[src/rtl/rco_event_logger.sv]
// Captures fresh rco events from the upstream 4-bit counter as {modo, Q} records
// in a small FIFO, with a saturating event total and a sticky overflow flag.
module rco_event_logger #(
   parameter int DEPTH = 8,
   parameter int AW    = 3,
   parameter int CNTW  = 16
) (
   input  logic            clk,
   input  logic            reset,
   input  logic            cnt_enable,
   input  logic [1:0]      cnt_modo,
   input  logic [3:0]      cnt_q,
   input  logic            cnt_rco,
   input  logic            clr,
   output logic            out_valid,
   input  logic            out_ready,
   output logic [5:0]      out_data,
   output logic [AW:0]     fill,
   output logic [CNTW-1:0] ev_total,
   output logic            overflow
);

   localparam logic [AW:0] FULL_LVL = (AW+1)'(DEPTH);

   logic            en_q;
   logic [1:0]      modo_q;
   logic [5:0]      mem [DEPTH];
   logic [AW-1:0]   wr_ptr_q, rd_ptr_q;
   logic [AW:0]     fill_q, fill_d;
   logic [CNTW-1:0] total_q;
   logic            overflow_q;

   logic fresh, empty, full, pop, push, drop;

   // rco only counts when the counter was actually enabled on the edge that raised it
   assign fresh = en_q & cnt_rco;
   assign empty = (fill_q == '0);
   assign full  = (fill_q == FULL_LVL);
   assign pop   = ~empty & out_ready;
   assign push  = fresh & (~full | pop);
   assign drop  = fresh & ~push;

   always_comb begin
      fill_d = fill_q;
      if (push && !pop) begin
         fill_d = fill_q + (AW+1)'(1);
      end else if (pop && !push) begin
         fill_d = fill_q - (AW+1)'(1);
      end
   end

   always_ff @(posedge clk) begin
      if (!reset) begin
         en_q       <= 1'b0;
         modo_q     <= 2'b00;
         wr_ptr_q   <= '0;
         rd_ptr_q   <= '0;
         fill_q     <= '0;
         total_q    <= '0;
         overflow_q <= 1'b0;
      end else begin
         en_q   <= cnt_enable;
         modo_q <= cnt_modo;
         fill_q <= fill_d;
         if (push) begin
            wr_ptr_q <= wr_ptr_q + AW'(1);
         end
         if (pop) begin
            rd_ptr_q <= rd_ptr_q + AW'(1);
         end
         if (clr) begin
            total_q    <= '0;
            overflow_q <= 1'b0;
         end else begin
            if (fresh && (total_q != '1)) begin
               total_q <= total_q + CNTW'(1);
            end
            if (drop) begin
               overflow_q <= 1'b1;
            end
         end
      end
   end

   // Storage has no reset; fill and pointers define which entries are meaningful
   always_ff @(posedge clk) begin
      if (reset && push) begin
         mem[wr_ptr_q] <= {modo_q, cnt_q};
      end
   end

   assign out_valid = ~empty;
   assign out_data  = empty ? 6'd0 : mem[rd_ptr_q];
   assign fill      = fill_q;
   assign ev_total  = total_q;
   assign overflow  = overflow_q;

endmodule

[config.mk]
export PLATFORM = sky130hd
export DESIGN_NAME = rco_event_logger
export DESIGN_NICKNAME = d
export VERILOG_FILES = /design/src/rtl/rco_event_logger.sv
export SDC_FILE = /design/constraint.sdc
export NUM_CORES = 1
export LEC_CHECK = 0
export ABC_CLOCK_PERIOD_IN_PS = 2540
export BUFFER_PORTS_ARGS = -buffer_cell sky130_fd_sc_hd__buf_2
export CORE_ASPECT_RATIO = 1.25
export CORE_MARGIN = 2
export CORE_UTILIZATION = 49
export DETAILED_ROUTE_END_ITERATION = 10
export GPL_TIMING_DRIVEN = 0
export PLACE_DENSITY_LB_ADDON = 0.25
export SYNTH_ARGS = -nofsm -noshare
export SYNTH_HDL_FRONTEND = slang
export SYNTH_SLANG_ARGS = --single-unit
[constraint.sdc]
create_clock -name clk -period 2.54 [get_ports clk]
set_input_delay 0.254 -clock clk [delete_from_list [all_inputs] [get_ports clk]]
set_output_delay 0.254 -clock clk [all_outputs]
set_load 0.02 [all_outputs]
# Word level (Yosys, flattened, before mapping)
# Memories as Yosys holds them, arrays and structs flattened. A register that Yosys moved wholly into a read port is not among the register bits.
# Cells that the tools add are included.
[op_classes]
n_reduce_logical = 9
n_eq_ne = 2
bitwise = 9
n_mux = 7
n_addsub = 5
[op_table]
columns = ["operator", "count"]
rows = [
  ["$add 16x1->16 const B", 1],
  ["$ne 16x16->1 const B", 1],
  ["$mux 4", 2],
  ["$add 3x1->3 const B", 2],
  ["$mux 3", 2],
  ["$mux 6", 1],
  ["$add 4x1->4 const B", 1],
  ["$and 1x1->1", 4],
  ["$eq 4x4->1 const B", 1],
  ["$logic_and 1x1->1", 4],
  ["$logic_not 4->1", 1],
  ["$not 1->1", 4],
  ["$sub 4x1->4 const B", 1],
  ["$logic_not 1->1", 2],
  ["$mux 1", 2],
  ["$reduce_bool 2->1", 1],
  ["$reduce_or 2->1", 1],
  ["$or 1x1->1", 1],
]
[totals]
reg_bits = 30
elab_cells = 40
output_inout_bits = 28
mem_bits_rw = 48
memories = 1
[memory_table]
columns = ["memory", "depth", "word_bits", "rd", "rd_clocked_by_memory_dff", "wr", "line", "source"]
rows = [
  ["mem", 8, 6, 1, 1, 1, "27", "logic [5:0] mem [DEPTH];"],
]

# Logic depth before layout (Yosys ltp)
# Gate-level depths: netlist (run 1).
[logic_depth]
word_depth = 9
ltp_mapped = 10

# Worst setup path before layout (run 1)
# Ideal clock, no wire load.
[synth_path]
path_kind = "flip-flop to flip-flop"
from = "reg fill_q[0] (netlist: fill[0])"
to = "reg fill_q[3] (netlist: fill[3])"
stages_incl_launch_ff = 11
setup_slack_ns = 0.168
arrival_ns = 2.300
cell_sequence = "dfxtp_1 nor4_4 inv_2 nand2_1 ha_1 inv_1 ha_1 a21oi_1 a211oi_1 a31oi_1 mux2i_1"
[synth_via]
elab_chain_len = 8
elab_cells_between_ends = 16
cone_classes = "add/sub (2); eq/ne (1); mux (2); bitwise (5); reduce/logical (6)"
[synth_lines]
columns = ["element", "line", "source"]
rows = [
  ["start, declared", "29", "logic [AW:0] fill_q, fill_d;"],
  ["start signal, assigned", "64", "fill_q <= fill_d;"],
  ["$logic_not 4->1 *", "37", "assign empty = (fill_q == '0);"],
  ["$not 1->1 *", "-", ""],
  ["named net out_valid", "15", "output logic out_valid,"],
  ["$and 1x1->1 *", "39", "assign pop = ~empty & out_ready;"],
  ["$or 1x1->1", "40", "assign push = fresh & (~full | pop);"],
  ["$and 1x1->1", "40", ""],
  ["$logic_not 1->1", "47", "end else if (pop && !push) begin"],
  ["$logic_and 1x1->1", "47", ""],
  ["$reduce_bool 2->1 (no line)", "-", ""],
]
# The timed path passes the listed nets; every way through them passes the cells marked *. The select of a mux whose other input is x is not followed.
# A chain may end at the register's enable or synchronous reset.

==> summary.md, run 1 <==
| Metric | Value |
|---|---|
| Net count after synthesis | 285 |
| Die footprint | 0.00793 mm2 |
| CP max stage delay | 0.55 ns |
| Crit path arrival time | 2.05 ns |
| Maximum vdd drop | 0.000348 V |
| Stages on worst setup path | 5 |
| HP Start | cnt_modo[1] |
| Max-slew violation count | 0 |
| Crit-path most repeated cell | buf_2 |
| Post-synthesis register bit count | 81 |
| Syn avg cell area | 13.3 um2 |
| Startpoint Class | register |
| Post-synth EDFFs | 48 |
| Req. time, crit path | 2.29 ns |
| Post-synth top area share | 40.7% |
| Flop2flop setup slack | 0.27 ns |
| Distinct cell type count after synthesis | 48 |
| Antenna cell count | 0 |
| Nets | 336 |
| Critical path's slowest cell | mux4_2 |
| Syn Inst Count | 266 |
| Max Fanout on Critical Path | 10 |
| Seq/Total Area, Yosys | 59.3% |
| GPL Wtd Cong | 0.803 |
| Area added between synthesis and finish | 15.1% |
| Clk root buf | clkbuf_8 |
| CTS clk-pin slew, worst paths | 0.08 ns |
| Die width | 80.1 um |
| Initial antenna violation count | 0 |
| Core Area | 0.00698 mm2 |
| PD cells | 849 mW/mm2 |
| H-tree Lvls | 3 |
| Total Routing Usage GR | 18.5% |
| CTS tree | done |
| DP Area | 0.00385 mm2 |
| 1st-iter DRT viols | 80 |
| Slew @ Worst Pin | 1.04 ns |
| CTS max path bufs | 2 |
| CP cell instances | buf_2, mux4_2, mux2i_1, nor2_1, buf_2 |
| Final non-filler cell total | 412 |
| Final setup fails | 0 |
| Die H | 99.1 um |
| Ratio of cells with drive above 1 in the final layout | 27.6% |
| R2R cell count | 4 |
| Asr flop ratio synth | 0% |
| Inst Count DP | 395 |
| Hold Crit Class | in -> reg |
| Sink Count | 81 |
| Post-CTS Hold Fix Bufs | 0 |
| Hold EP | modo_q[1] |
| Worst path bufs/invs | 2 |
| Critical setup path kind | reg -> out |
| Worst R2R End | mem[1][3] |
| Final setup TNS | 0 ns |
| Finished Cell Area | 0.00408 mm2 |
| Global-route wire length before repair | 11000 um |
| Synth area leader | edfxtp_1 |
| Vias | 2306 |
| Fmax | 435 MHz |
| HPWL Detailed | 4610 um |
| Final wirelength | 6620 um |
| RSZ-0062 raised after global routing | no |
| Buffers on Ports | 39 |
| Initial Util | 50.8% |
| Worst R2R Start | en_q |
| Wire per inst | 16.1 um |
| Drt first pass iters | 4 |
| Area contributors post-synth | edfxtp_1 41%, dfxtp_1 19%, mux4_2 7.6%, mux2i_1 3.4%, ha_1 2.1% |
| Drt via density | 5.60 |
| Post-layout utilization of the core | 58.5% |
| Setup WS pre-CTS | -0.0671 ns |
| Cell with the most instances after synthesis | edfxtp_1 |
| Hold depth | 2 |
| Remaining Overflow, GRT | 0 |
| Netlist Area Pre-Place | 0.00354 mm2 |
| Minimum clock period | 2.30 ns |
| Slew headroom | 29.9% |
| I/O pin count | 40 |
| Ys Warns | 0 |
| TritonCTS Buffers | 9 |
| Largest net degree at the start of global routing | 15 |
| Max-cap viol count | 0 |
| Commonest cells in the netlist | 48 x edfxtp_1, 33 x dfxtp_1, 20 x nand2_1 |
| Vias in the first global route | 2280 |
| Row count | 34 |
| Top FF cell, synth | edfxtp_1 |
| Routed Antenna Nets | 0 |
| CP endpoint kind | primary output |
| Clk Latency, worst-skew pair | 0.35 ns |
| Setup ws final | 0.239 ns |
| Final hold viol count | 0 |
| Status | complete, no violations |
| Drt drc | 0 |
| Cell family with most CP delay | multiplexers |
| Final period util | 90.6% |
| Skew final | 0.00970 ns |
| LEAKAGE | 1.44 nW |
==> flip-flops by register name (all words and copies together), names as in the netlist, named ones only <==
signal	flops
en_q	1
ev_total	16
fill	4
mem	48
modo_q	2
overflow	1
rd_ptr_q	3
wr_ptr_q	3
==> logic make-up (layout without fill, tap and decap cells) <==
group	after synthesis	count (layout)	synth area share (%)
XOR/XNOR	5	5	1.24
flip-flops	81	81	59.3
multiplexers	24	24	11.0
adder cells (fa/ha/maj)	7	7	2.68
AND/OR/NAND/NOR	98	98	16.3
AO/OA/AOI/OAI	32	32	6.21
buffers and inverters	19	75	3.18
==> routing by layer <==
| layer | GRT usage (%) | up-vias | routed length (um) |
|---|---|---|---|
| met3 | 5.49 | 5 | 309 |
| met1 | 23.2 | 1118 | 2890 |
| li1 | - | 1128 | - |
| met2 | 30.1 | 55 | 3360 |
| met5 | 0 | - | 0 |
| met4 | 7.30 | 0 | 63 |
==> metrics by stage <==
stage | total power (W) | hold WS [ns]
finish | 0.00347 | 0.115
global placement | 0.00251 | 0.444
global route | 0.00367 | 0.0988
detailed placement | 0.00253 | 0.444
CTS | 0.00349 | 0.0928
floorplan | 0.00228 | 0.353
==> placed cells by master (no fill, tap or decap), drive strengths merged, types with 11 or more instances in the layout <==
cell type  count
nand2         20
nor2          14
nand3         11
clkbuf        17
edfxtp        48
buf           46
dfxtp         33
mux2i         12
mux4          12
==> how the worst max path moves through the flow <==
stage / to / slack, ns
finish: out_data[4] / 0.24
global route: fill[3] / 0.02
CTS: mem[1][4] / 0.05
detailed placement: fill[3] / -0.07
global placement: fill[3] / 0.01
floorplan: fill[3] / 0.17
==> worst register-to-register path, delay by kind of cell, from the launching register on <==
kind            cells  cell delay (ns)
flops               1             0.33
compound gates      1             0.32
simple gates        3             1.25
==> area by class of cell <==
| class | count | area [um2] |
|---|---|---|
| flip-flops and latches | 81 | 2100 |
| well taps | 90 | 113 |
| inverters | 6 | 22.5 |
| clock buffers | 10 | 138 |
| plain buffers | 13 | 90.1 |
| multi-input cells | 166 | 1340 |
| fillers | 565 | 2900 |
| repair buffers | 40 | 203 |
| clock inverters | 6 | 67.6 |
==> power breakdown <==
part | switching [W] | leakage (nW) | internal (W) | total, W
sequential | 0.000100 | 0.703 | 0.00145 | 0.00156
clock | 0.000454 | 0.100 | 0.000482 | 0.000937
combinational | 0.000533 | 0.642 | 0.000441 | 0.000974
total | 0.00109 | 1.44 | 0.00238 | 0.00347
==> timing repair <==
action / 4_1_cts / 5_1_grt
gates resized for setup: 0 / 4
setup endpoints to repair: 1 / 13
pin swaps: 1 / 2
gates cloned: 0 / 0
setup buffers: 1 / 0
(Power assumes the default switching activity.)
==> run 2: changes to the inputs <==
==> constraint.sdc (replaced) <==
create_clock -name clk -period 2.54 [get_ports clk]
set_input_delay 0 -clock clk [delete_from_list [all_inputs] [get_ports clk]]
set_output_delay 0 -clock clk [all_outputs]
set_load 0.02 [all_outputs]
==> run 2 against run 1 <==
  * Critical path depth grew 4
  * Global-route usage increased by 0.19 points
  * Clock skew about the same
  * Fmax increased by 1.7%
  * Final area increased by 2.2%
  * Worst hold slack got worse by 0.025 ns
  * Critical endpoint is now fill[3]
  * Largest power group unchanged
  * First-iteration DRC count is 11% higher
  * Final cell count grew 2.2%
  * Wire length is 0.95% higher
  * Die area is the same
  * Count of clock-buffer cells in the layout did not move
  * Sequential power is essentially flat
==> summary.md, run 2 (synthesis gave the netlist of run 1 again) <==
| Metric | Value |
|---|---|
| Final setup fails | 0 (unchanged) |
| H-tree Lvls | 3 (unchanged) |
| Final wirelength | 6690 um (was 6620 um) |
| Antenna cell count | 0 (unchanged) |
| Final period util | 89.1% (was 90.6%) |
| Clk root buf | clkbuf_8 (unchanged) |
| Die H | 99.1 um (unchanged) |
| Max Fanout on Critical Path | 8 (was 10) |
| Req. time, crit path | 2.82 ns (was 2.29 ns) |
| Drt via density | 5.51 (was 5.60) |
| Final hold viol count | 0 (unchanged) |
| Finished Cell Area | 0.00417 mm2 (was 0.00408 mm2) |
| Worst R2R Start | en_q (unchanged) |
| Setup WS pre-CTS | -0.0671 ns (unchanged) |
| Hold Crit Class | in -> reg (unchanged) |
| CTS max path bufs | 2 (unchanged) |
| TritonCTS Buffers | 9 (unchanged) |
| 1st-iter DRT viols | 89 (was 80) |
| Critical setup path kind | reg -> reg (was reg -> out) |
| Remaining Overflow, GRT | 0 (unchanged) |
| Max reg flops | 48 (unchanged) |
| Slew headroom | 31.4% (was 29.9%) |
| LEAKAGE | 1.48 nW (was 1.44 nW) |
| Routed Antenna Nets | 0 (unchanged) |
| Crit path arrival time | 2.54 ns (was 2.05 ns) |
| CTS clk-pin slew, worst paths | 0.08 ns (about the same) |
| Reg area | 0.00210 mm2 (unchanged) |
| Initial antenna violation count | 0 (unchanged) |
| Skew final | 0.00998 ns (was 0.00970 ns) |
| DP Area | 0.00385 mm2 (unchanged) |
| Critical Path End | fill[3] (was out_data[4]) |
| Final setup TNS | 0 ns (unchanged) |
| Slew @ Worst Pin | 1.02 ns (was 1.04 ns) |
| Startpoint Class | register (unchanged) |
| Flop2flop setup slack | 0.28 ns (was 0.27 ns) |
| Sink Count | 81 (unchanged) |
| Biggest register | mem (unchanged) |
| Worst R2R End | fill[3] (was mem[1][3]) |
| Max-cap viol count | 0 (unchanged) |
| Pwr Total | 0.00348 W (was 0.00347 W) |
| RSZ-0062 raised after global routing | no (unchanged) |
| Largest net degree at the start of global routing | 15 (unchanged) |
| Core Area | 0.00698 mm2 (unchanged) |
| Row count | 34 (unchanged) |
| CP endpoint kind | register (was primary output) |
| WHS | 0.0902 ns (was 0.115 ns) |
| Drt first pass iters | 4 (unchanged) |
| Global-route wire length before repair | 11100 um (was 11000 um) |
| Initial Util | 50.8% (unchanged) |
| Max-slew violation count | 0 (unchanged) |
| I/O pin count | 40 (unchanged) |
| CTS tree | done (unchanged) |
| Vias | 2321 (was 2306) |
| Drt drc | 0 (unchanged) |
| Status | complete, no violations (unchanged) |
| Die footprint | 0.00793 mm2 (unchanged) |
| Clk Latency, worst-skew pair | 0.35 ns (about the same) |
| Nets | 345 (was 336) |
| R2R cell count | 9 (was 4) |
| Setup ws final | 0.278 ns (was 0.239 ns) |
| Ratio of cells with drive above 1 in the final layout | 26.9% (was 27.6%) |
| Maximum vdd drop | 0.000349 V (was 0.000348 V) |
| Fmax | 442 MHz (was 435 MHz) |
| Buffers on Ports | 39 (unchanged) |
| # fillers | 552 (was 565) |
| GPL Wtd Cong | 0.803 (unchanged) |
| Minimum clock period | 2.26 ns (was 2.30 ns) |
| HPWL Detailed | 4610 um (unchanged) |
| PD cells | 833 mW/mm2 (was 849 mW/mm2) |
| HP Start | reset (was cnt_modo[1]) |
| Area added between synthesis and finish | 17.7% (was 15.1%) |
| Most frequent cells in the layout | 48 x edfxtp_1, 42 x buf_2, 31 x dfxtp_1 (unchanged) |
| Die width | 80.1 um (unchanged) |
| Area of the multi-input gates | 0.00134 mm2 (unchanged) |
| Total Routing Usage GR | 18.7% (was 18.5%) |
| Vias in the first global route | 2313 (was 2280) |
| Worst Setup SP | en_q |
| Wire per inst | 15.9 um (was 16.1 um) |
| Commonest non-fill, non-tap cell in the layout | edfxtp_1 (unchanged) |
-- run 2: changes by cell type in the layout (fill, tap and decap cells not counted) --
cell	change
dlygate4sd3_1	+9
-- run 2: timing repair --
item                                    4_1_cts  5_1_grt
setup buffers                                 1        0
pin swaps                                     1        2
endpoints found under the hold margin        38        0
hold buffers                                  9        0
gates resized for setup                       0        4
endpoints found under the setup margin        1       13
-- run 2: metal layers --
metal / GRT usage (%) / share of wire (%)
met1: 23.5 / 43
met2: 30.5 / 52
met3: 5.40 / 4.5
met4: 7.30 / 0.82
met5: 0 / 0
-- run 2: stage by stage --
stage	utilization, %	instances
6_report	59.8	421
5_1_grt	59.8	421
4_1_cts	59.5	421
3_5_place_dp	55.2	395
3_3_place_gp	55.2	395
2_1_floorplan	-	266
-- run 2: how the worst min path moves through the flow --
stage	endpoint	slack, ns	cells past startpoint
final	ev_total[3]	0.09	4
after global routing	ev_total[3]	0.13	4
after CTS	ev_total[3]	0.08	4
after detailed placement	modo_q[1]	0.21	2
after global placement	en_q	0.21	2
after floorplan	mem[0][0]	0.1	0
-- run 2: layout make-up --
cell class,instances,share of cell area (%)
clock inverters,6,1.62
inverters,6,0.540
repair buffers,49,7.02
clock buffers,10,3.30
well taps,90,2.70
plain buffers,13,2.16
multi-input cells,166,32.2
flip-flops and latches,81,50.5
-- run 2: worst max-delay path, cell delays in order (launching register included) --
cell and delay (ns):
dfxtp_1 0.33, nand2_1 0.23, a31oi_4 0.32, ha_1 0.22
inv_1 0.10, ha_1 0.33, a21oi_1 0.19, a211oi_1 0.10
a31oi_1 0.19, mux2i_1 0.19
-- run 2: where the power goes --
| group | internal, W | switching (W) | total [W] | leakage [nW] |
|---|---|---|---|---|
| sequential | 0.00145 | 0.000100 | 0.00156 | 0.703 |
| combinational | 0.000450 | 0.000535 | 0.000985 | 0.680 |
| clock | 0.000482 | 0.000453 | 0.000935 | 0.100 |
==> run 3: changes to the inputs <==
--- a/config.mk
+++ b/config.mk
@@ -6,11 +6,11 @@
 export NUM_CORES = 1
 export LEC_CHECK = 0
 export ABC_CLOCK_PERIOD_IN_PS = 2540
-export BUFFER_PORTS_ARGS = -buffer_cell sky130_fd_sc_hd__buf_2
 export CORE_ASPECT_RATIO = 1.25
 export CORE_MARGIN = 2
 export CORE_UTILIZATION = 49
 export DETAILED_ROUTE_END_ITERATION = 10
+export DONT_BUFFER_PORTS = 1
 export GPL_TIMING_DRIVEN = 0
 export PLACE_DENSITY_LB_ADDON = 0.25
 export SYNTH_ARGS = -nofsm -noshare
==> run 3 against run 2 <==
  * Sequential power is 3% higher
  * Highest routed layer unchanged
  * Clock power is 11% lower
  * Non-clock buffer count is 37 lower
  * Largest power group unchanged
==> summary.md, run 3 (synthesis gave the netlist of run 1 again) <==
| Metric | Value |
|---|---|
| Maximum vdd drop | 0.000388 V (was 0.000349 V) |
| Status | complete, no violations (unchanged) |
| Die H | 99.1 um (unchanged) |
| Total Routing Usage GR | 18.3% (was 18.7%) |
| Remaining Overflow, GRT | 0 (unchanged) |
| CTS clk-pin slew, worst paths | 0.08 ns (about the same) |
| Inst Count DP | 356 (was 395) |
| Global-route wire length before repair | 10800 um (was 11100 um) |
| HPWL Detailed | 4610 um (about the same) |
| Final wirelength | 6790 um (was 6690 um) |
| 1st-iter DRT viols | 123 (was 89) |
| Reg area | 0.00211 mm2 (was 0.00210 mm2) |
| I/O pin count | 40 (unchanged) |
| Area added between synthesis and finish | 11.9% (was 17.7%) |
| H-tree Lvls | 3 (unchanged) |
| Final hold viol count | 0 (unchanged) |
| Minimum clock period | 2.33 ns (was 2.26 ns) |
| Max-slew violation count | 0 (unchanged) |
| Fmax | 429 MHz (was 442 MHz) |
| Slew @ Worst Pin | 0.707 ns (was 1.02 ns) |
| Max-cap viol count | 0 (unchanged) |
| Final setup fails | 0 (unchanged) |
| Largest net degree at the start of global routing | 16 (was 15) |
| Finished Cell Area | 0.00397 mm2 (was 0.00417 mm2) |
| PD cells | 826 mW/mm2 (was 833 mW/mm2) |
| Crit path arrival time | 2.61 ns (was 2.54 ns) |
| Nets | 308 (was 345) |
| Vias in the first global route | 2203 (was 2313) |
| Setup ws final | 0.207 ns (was 0.278 ns) |
| Most frequent cells in the layout | 48 x edfxtp_1, 29 x dfxtp_1, 19 x nand2_1 (was 48 x edfxtp_1, 42 x buf_2, 31 x dfxtp_1) |
| Critical setup path kind | reg -> reg (unchanged) |
| Clk Latency, worst-skew pair | 0.36 ns (was 0.35 ns) |
| Biggest register | mem (unchanged) |
| Drt via density | 5.81 (was 5.51) |
| Final non-filler cell total | 384 (was 421) |
| Initial antenna violation count | 0 (unchanged) |
| Hold Crit Class | in -> reg (unchanged) |
| Ratio of cells with drive above 1 in the final layout | 19.0% (was 26.9%) |
| Die footprint | 0.00793 mm2 (unchanged) |
| TritonCTS Buffers | 9 (unchanged) |
| Final setup TNS | 0 ns (unchanged) |
| Buffers on Ports | 0 (was 39) |
| Req. time, crit path | 2.82 ns (about the same) |
| # fillers | 610 (was 552) |
| Antenna cell count | 0 (unchanged) |
| Max reg flops | 48 (unchanged) |
| Initial Util | 50.8% (unchanged) |
| Max Fanout on Critical Path | 6 (was 8) |
| Routed Antenna Nets | 0 (unchanged) |
| Commonest non-fill, non-tap cell in the layout | edfxtp_1 (unchanged) |
| CTS max path bufs | 2 (unchanged) |
| Sink Count | 81 (unchanged) |
| Row count | 34 (unchanged) |
| Final period util | 91.9% (was 89.1%) |
| Vias | 2231 (was 2321) |
| CTS tree | done (unchanged) |
| Skew final | 0.0185 ns (was 0.00998 ns) |
| Setup WS pre-CTS | -0.299 ns (was -0.0671 ns) |
| Slew headroom | 52.7% (was 31.4%) |
| Clk root buf | clkbuf_8 (unchanged) |
| RSZ-0062 raised after global routing | no (unchanged) |
| GPL Wtd Cong | 0.770 (was 0.803) |
| Drt first pass iters | 4 (unchanged) |
| Startpoint Class | register (unchanged) |
| CP endpoint kind | register (unchanged) |
| Crit-path most repeated cell | ha_1 (unchanged) |
| Core Area | 0.00698 mm2 (unchanged) |
| CP cell instances | nor4_4, inv_2, nand2_2, ha_1, inv_1, ha_1, a21oi_2, a211oi_1, a31oi_1, mux2i_1 (was nand2_1, a31oi_4, ha_1, inv_1, ha_1, a21oi_1, a211oi_1, a31oi_1, mux2i_1) |
| LEAKAGE | 1.29 nW (was 1.48 nW) |
| DP Area | 0.00366 mm2 (was 0.00385 mm2) |
| CP max stage delay | 0.40 ns (was 0.33 ns) |
| Critical path's slowest cell | dfxtp_2 (was dfxtp_1) |
| Area of the multi-input gates | 0.00135 mm2 (was 0.00134 mm2) |
| Drt drc | 0 (unchanged) |
| Post-layout utilization of the core | 56.8% (was 59.8%) |
| Wire per inst | 17.7 um (was 15.9 um) |
| Die width | 80.1 um (unchanged) |
-- run 3: final cells by class --
type / count / share of cell area [%]
Buffer: 13 / 2.27
Tap cell: 90 / 2.84
Timing Repair Buffer: 12 / 2.90
Clock buffer: 10 / 3.22
Inverter: 6 / 0.568
Clock inverter: 6 / 1.14
Multi-Input combinational cell: 166 / 33.9
Sequential cell: 81 / 53.1
-- run 3: critical path: cells and delay by family (launching register included) --
family	cells	cell delay (ns)
compound gates	3	0.47
fa+ha+maj	2	0.51
buf+inv	2	0.23
flops	1	0.40
mux	1	0.20
simple gates	2	0.44
-- run 3: path summary, 6_finish.rpt --
path	end	from	slack, ns	depth (start not counted)
min	ev_total[2]	clr	0.01	3
max reg2reg	fill[3]	fill[3]	0.21	10
min reg2reg	register	rd_ptr_q[1]	0.49	2
max	fill[3]	fill[3]	0.21	10
-- run 3: layer usage --
layer	vias to the layer above	global-route usage, %	wire length (um)
met5	-	0	0
met4	0	7.82	155
met3	15	4.95	322
met2	61	30.9	3420
met1	1087	21.8	2890
li1	1068	-	-
-- run 3: what timing repair did --
| action | CTS | global route |
|---|---|---|
| pin swaps | 1 | 1 |
| cloned | 0 | 0 |
| buffers inserted | 1 | 1 |
| setup endpoints to repair | 14 | 1 |
| hold buffers | 10 | 0 |
| resized for setup | 5 | 3 |
| endpoints found under the hold margin | 43 | 0 |
-- run 3: per-stage QoR --
| stage | total power [W] | hold slack (ns) |
|---|---|---|
| final | 0.00328 | 0.00964 |
| after floorplan | 0.00228 | 0.0989 |
| after detailed placement | 0.00242 | 0.0994 |
| after CTS | 0.00329 | 0.00489 |
| after global routing | 0.00345 | 0.0296 |
| after global placement | 0.00240 | 0.0993 |
-- run 3: power by group --
group / internal (W) / switching (W) / total (W)
Combinational: 0.000369 / 0.000479 / 0.000848
Sequential: 0.00146 / 0.000142 / 0.00160
Clock: 0.000358 / 0.000470 / 0.000828
